$ cat src/rtl/multdiv_seq_ctrl_pkg.sv
// Shared constants and state encoding for the mul/div sequencing controller.
package multdiv_seq_ctrl_pkg;

   localparam int unsigned REG_W      = 5;
   localparam int unsigned RSTATUS_W  = 32;
   localparam int unsigned ALU_OP_W   = 5;

   // Controller states
   typedef enum logic [1:0] {
      MD_IDLE  = 2'd0,
      MD_ISSUE = 2'd1,
      MD_WAIT  = 2'd2,
      MD_DONE  = 2'd3
   } md_state_e;

   localparam logic [REG_W-1:0]     REG_RSTATUS     = REG_W'(30);
   localparam logic [RSTATUS_W-1:0] RSTATUS_MUL_OVF = RSTATUS_W'(4);
   localparam logic [RSTATUS_W-1:0] RSTATUS_DIV_EXC = RSTATUS_W'(5);

   localparam logic [ALU_OP_W-1:0]  ALU_OP_MUL      = 5'b00110;
   localparam logic [ALU_OP_W-1:0]  ALU_OP_DIV      = 5'b00111;

   // rstatus code reported when a mul/div op ends in error
   function automatic logic [RSTATUS_W-1:0] md_err_code(input logic is_div);
      return is_div ? RSTATUS_DIV_EXC : RSTATUS_MUL_OVF;
   endfunction

endpackage

$ cat src/rtl/multdiv_seq_ctrl_md_wait_counter.sv
// Saturating WAIT-cycle counter; hit flags the last allowed WAIT cycle.
module md_wait_counter #(
   parameter int unsigned TIMEOUT = 40,
   parameter int unsigned CNT_W   = 6
) (
   input  logic clock,
   input  logic reset,
   input  logic clear,
   input  logic enable,
   output logic hit
);

   logic [CNT_W-1:0] count;

   // Count WAIT cycles, holding at all-ones rather than wrapping
   always_ff @(posedge clock) begin
      if (reset) begin
         count <= '0;
      end else if (clear) begin
         count <= '0;
      end else if (enable && (count != {CNT_W{1'b1}})) begin
         count <= count + CNT_W'(1);
      end
   end

   // Combinational so the FSM can leave WAIT in the same cycle the limit is reached
   assign hit = (count == CNT_W'(TIMEOUT - 1));

endmodule

$ cat src/rtl/multdiv_seq_ctrl.sv
// Sequences the multi-cycle multiplier/divider for a mul/div op in execute:
// stalls the pipe, strobes the unit once, waits for ready or timeout, then
// issues a single writeback to rd or to $r30 with an rstatus code.
module multdiv_seq_ctrl
   import multdiv_seq_ctrl_pkg::*;
#(
   parameter int unsigned TIMEOUT = 40,
   parameter int unsigned CNT_W   = 6
) (
   input  logic                 clock,
   input  logic                 reset,
   input  logic                 md_valid,
   input  logic                 md_is_div,
   input  logic [REG_W-1:0]     md_rd,
   input  logic                 flush,
   input  logic                 md_ready,
   input  logic                 md_exc,
   output logic                 ctrl_MULT,
   output logic                 ctrl_DIV,
   output logic                 stall,
   output logic                 wb_en,
   output logic [REG_W-1:0]     wb_rd,
   output logic                 wb_sel_rstatus,
   output logic [RSTATUS_W-1:0] rstatus_val,
   output logic                 timeout_err
);

   md_state_e        state;
   logic [REG_W-1:0] rd_q;
   logic             is_div_q;
   logic             cnt_hit;
   logic             done_err_c;

   // Counter is cleared while strobing and advances once per WAIT cycle
   md_wait_counter #(
      .TIMEOUT (TIMEOUT),
      .CNT_W   (CNT_W)
   ) u_wait_cnt (
      .clock  (clock),
      .reset  (reset),
      .clear  (state == MD_ISSUE),
      .enable (state == MD_WAIT),
      .hit    (cnt_hit)
   );

   // Completion is an error on exception, or when the timeout ends WAIT without ready
   assign done_err_c = md_ready ? md_exc : 1'b1;

   // Stall raised the same cycle a new op is seen so execute holds it; dropped in DONE
   assign stall = ((state == MD_IDLE) && md_valid && !flush) ||
                  (state == MD_ISSUE) || (state == MD_WAIT);

   // State register and registered outputs; pulse outputs default low every cycle
   always_ff @(posedge clock) begin
      if (reset) begin
         state          <= MD_IDLE;
         rd_q           <= '0;
         is_div_q       <= 1'b0;
         ctrl_MULT      <= 1'b0;
         ctrl_DIV       <= 1'b0;
         wb_en          <= 1'b0;
         wb_rd          <= '0;
         wb_sel_rstatus <= 1'b0;
         rstatus_val    <= '0;
         timeout_err    <= 1'b0;
      end else begin
         ctrl_MULT      <= 1'b0;
         ctrl_DIV       <= 1'b0;
         wb_en          <= 1'b0;
         wb_rd          <= '0;
         wb_sel_rstatus <= 1'b0;
         rstatus_val    <= '0;

         case (state)
            MD_IDLE: begin
               if (md_valid && !flush) begin
                  state     <= MD_ISSUE;
                  rd_q      <= md_rd;
                  is_div_q  <= md_is_div;
                  ctrl_DIV  <= md_is_div;
                  ctrl_MULT <= !md_is_div;
               end
            end
            MD_ISSUE: begin
               state <= flush ? MD_IDLE : MD_WAIT;
            end
            MD_WAIT: begin
               if (flush) begin
                  state <= MD_IDLE;
               end else if (md_ready || cnt_hit) begin
                  state          <= MD_DONE;
                  wb_en          <= done_err_c || (rd_q != '0);
                  wb_rd          <= done_err_c ? REG_RSTATUS : rd_q;
                  wb_sel_rstatus <= done_err_c;
                  rstatus_val    <= done_err_c ? md_err_code(is_div_q) : '0;
                  if (!md_ready) begin
                     timeout_err <= 1'b1;
                  end
               end
            end
            MD_DONE: begin
               state <= MD_IDLE;
            end
            default: begin
               state <= MD_IDLE;
            end
         endcase
      end
   end

endmodule

$ cat config.mk
export PLATFORM = sky130hd
export DESIGN_NAME = multdiv_seq_ctrl
export DESIGN_NICKNAME = d
export VERILOG_FILES = /design/src/rtl/multdiv_seq_ctrl_pkg.sv /design/src/rtl/multdiv_seq_ctrl_md_wait_counter.sv /design/src/rtl/multdiv_seq_ctrl.sv
export SDC_FILE = /design/constraint.sdc
export NUM_CORES = 1
export LEC_CHECK = 0
export BUFFER_PORTS_ARGS = -buffer_cell sky130_fd_sc_hd__buf_2
export CORE_ASPECT_RATIO = 1.5
export CORE_MARGIN = 2
export CORE_UTILIZATION = 46
export DETAILED_ROUTE_END_ITERATION = 7
export PLACE_DENSITY_LB_ADDON = 0.25
export RECOVER_POWER = 25
export SYNTH_ARGS = -nofsm -noshare
export SYNTH_HDL_FRONTEND = slang
export SYNTH_HIERARCHICAL = 1
export SYNTH_SLANG_ARGS = --single-unit
$ cat constraint.sdc
create_clock -name clock -period 2.1 [get_ports clock]
set_clock_uncertainty 0.1 [all_clocks]
set_input_delay 0.42 -clock clock [delete_from_list [all_inputs] [get_ports clock]]
set_output_delay 0.42 -clock clock [all_outputs]
set_load 0.005 [all_outputs]
==> out/metrics.yaml <==
status: "finished clean"
r2r_slack_ns: 0.33
crit_path_start_kind: "register"
cts_resized: 0
dieArea_mm2: 0.00309
yosysTopAreaCell: "dfxtp_1"
htreeDepth: 1
fillers: 252
vias: 872
crit_end: "stall"
clock-root-buffer: "clkbuf_4"
path_clk_slew_ns: 0.14
multi_input_area_um2: 563
period_share_pct: 90.1
cp.required_ns: 1.58
port_buffers: 24
gr-usage-all-layers_pct: 13.1
p_per_area_mw_per_mm2: 706
synthesis.instances: 133
timing.max_cap.violations: 0
clkLatencyLatePin_ns: 0.31
power.total_mw: 0.922
cp-end-kind: "primary output"
drive_gt1_share_pct: 20.0
io_pins: 55
holdCritPathClass: "in -> reg"
dpl_cell_area_mm2: 0.00126
min_path_cells: 2
p_leak_nw: 0.664
grt_start_max_net_pins: 17
ys.flop_type: "dfxtp_1"
syn_to_final_growth_pct: 6.86
routabilityCongestion: 0.813
cts_setup_buffers: 0
die_w_um: 46.1
wire_per_inst_um: 10.9
async_flop_share_pct: 0
rr_worst_depth: 6
ys_types: 31
layout_min_cycle_time_ns: 1.89
synth_top_area_share_pct: 42.6
ctsHoldBuffers: 0
grt_setup_unrepaired: "no"
drt_iter0_drc: 10
avgViaCountPerCell: 4.74
yosys_warnings: 6
rows: 22
clk_path_buf_depth: 2
die_y_um: 67.1
drt_pass1_iterations: 4
setup_violations: 0
grt.overflow.total: 0
ir_worst_vdd_v: 0.000391
antenna_found_initial: 0
crit_type: "reg -> out"
grt_pass1_wl_um: 2980
synthesis.area_mm2: 0.00122
grt_pass1_vias: 708
ys_seq_elements: 26
cp_max_fo: 4
max_freq_mhz: 528
finalInstanceArea_mm2: 0.00131
synth_area_leaders: "dfxtp_1 43%, buf_4 18%, nor2_1 6.8%"
routed_wirelength_um: 2010
hold_viol: 0
cts_made_buffers: 3
arrival_ns: 1.37
setup_tns_ns: 0
r2r-start: "u_wait_cnt/count[0]"
avgSynthCellArea_um2: 9.19
cp-startpoint: "state[0]"
maxSlewViolCount: 0
antenna_left: 0
register_area_um2: 520
synth_edf_count: 0
cts.sinks: 26
reg2reg_to: "wb_en"
synth.most_common_cell: "buf_4"
yosys-top-cells-count: "30 x buf_4, 26 x dfxtp_1, 22 x nor2_1"
yosysSeqAreaShare_pct: 42.6
start_util_pct: 49.3
n_antenna_cell: 0
nets: 174
tritoncts: "yes"
hpwl_um: 1610
drc: 0
core-area_mm2: 0.00248
==> final cells by class <==
class / instances / share of cell area (%)
flip-flops and latches: 26 / 39.8
inverters: 2 / 0.575
multi-input cells: 102 / 43.1
well taps: 24 / 2.30
clock buffers: 3 / 1.72
repair buffers: 26 / 10.2
clock inverters: 1 / 2.30
==> where the power goes <==
group,leakage (nW),switching (mW),internal (mW),total (mW)
Clock,0.0279,0.145,0.193,0.338
Sequential,0.210,0.00601,0.503,0.509
Combinational,0.426,0.0454,0.0297,0.0751
Total,0.664,0.197,0.725,0.922
==> worst min-delay path by stage <==
stage	start	end	slack [ns]
after floorplan	is_div_q	is_div_q	0.34
after global placement	u_wait_cnt/count[1]	u_wait_cnt/count[1]	0.36
after detailed placement	timeout_err	timeout_err	0.35
after CTS	md_is_div	ctrl_MULT	0.15
after global routing	md_is_div	ctrl_MULT	0.15
final	md_is_div	ctrl_MULT	0.16
==> placed cells by master, fill, tap and decap left out <==
cell	synthesis	layout
a2111oi_0	1	1
a2111oi_2	1	1
a21oi_1	3	3
a31o_1	1	1
a31oi_1	4	4
and2b_1	1	1
and3_1	2	2
and3b_1	3	3
and4_4	1	1
buf_2	0	22
buf_4	30	2
bufinv_16	0	1
clkbuf_1	1	2
clkbuf_4	0	3
conb_1	1	30
dfxtp_1	26	26
ha_1	1	1
inv_1	2	2
mux2i_1	7	7
nand2_1	6	6
nand2b_1	1	1
nand3_1	2	2
nand3b_1	1	1
nand4_1	2	2
nor2_1	22	22
nor2b_1	2	2
nor3_1	4	4
nor3b_4	1	1
nor4_1	2	2
o21a_1	1	1
o21ai_0	1	1
or3_1	1	1
or4b_4	1	1
==> routing by layer <==
metal | wire length, µm | global-route usage, %
met4 | 19 | 6.79
met1 | 789 | 13.8
met3 | 79 | 2.67
met2 | 1120 | 23.4
met5 | 0 | 0
==> metrics by stage <==
step,utilization (%),setup WS (ns),hold WS [ns],instances
after floorplan,-,0.472,0.341,162
after global placement,50.7,0.400,0.363,180
after detailed placement,50.7,0.391,0.354,180
after CTS,52.8,0.194,0.154,184
after global routing,52.7,0.123,0.146,184
final,52.7,0.207,0.162,184
==> logic make-up after synthesis <==
| logic type | after synthesis | share of synthesized area [%] |
|---|---|---|
| adder cells (fa/ha/maj) | 1 | 1.02 |
| AO/OA/AOI/OAI | 12 | 6.96 |
| flip-flops | 26 | 42.6 |
| multiplexers | 7 | 5.73 |
| buffers and inverters | 34 | 20.3 |
| other | 1 | 0.307 |
| AND/OR/NAND/NOR | 52 | 23.1 |
==> critical path: stages (launching register included) <==
cell,delay [ns]
dfxtp_1,0.36
or4b_4,0.54
nand2_1,0.07
buf_2,0.10
==> registers in the layout (all words and copies together), names as in the netlist <==
| signal | cells |
|---|---|
| u_wait_cnt/count | 6 |
| rd_q | 5 |
| wb_rd | 5 |
| rstatus_val | 2 |
| state | 2 |
| ctrl_DIV | 1 |
| ctrl_MULT | 1 |
| is_div_q | 1 |
| timeout_err | 1 |
| wb_en | 1 |
| wb_sel_rstatus | 1 |
No activity file was read; power rests on OpenSTA's default activity.
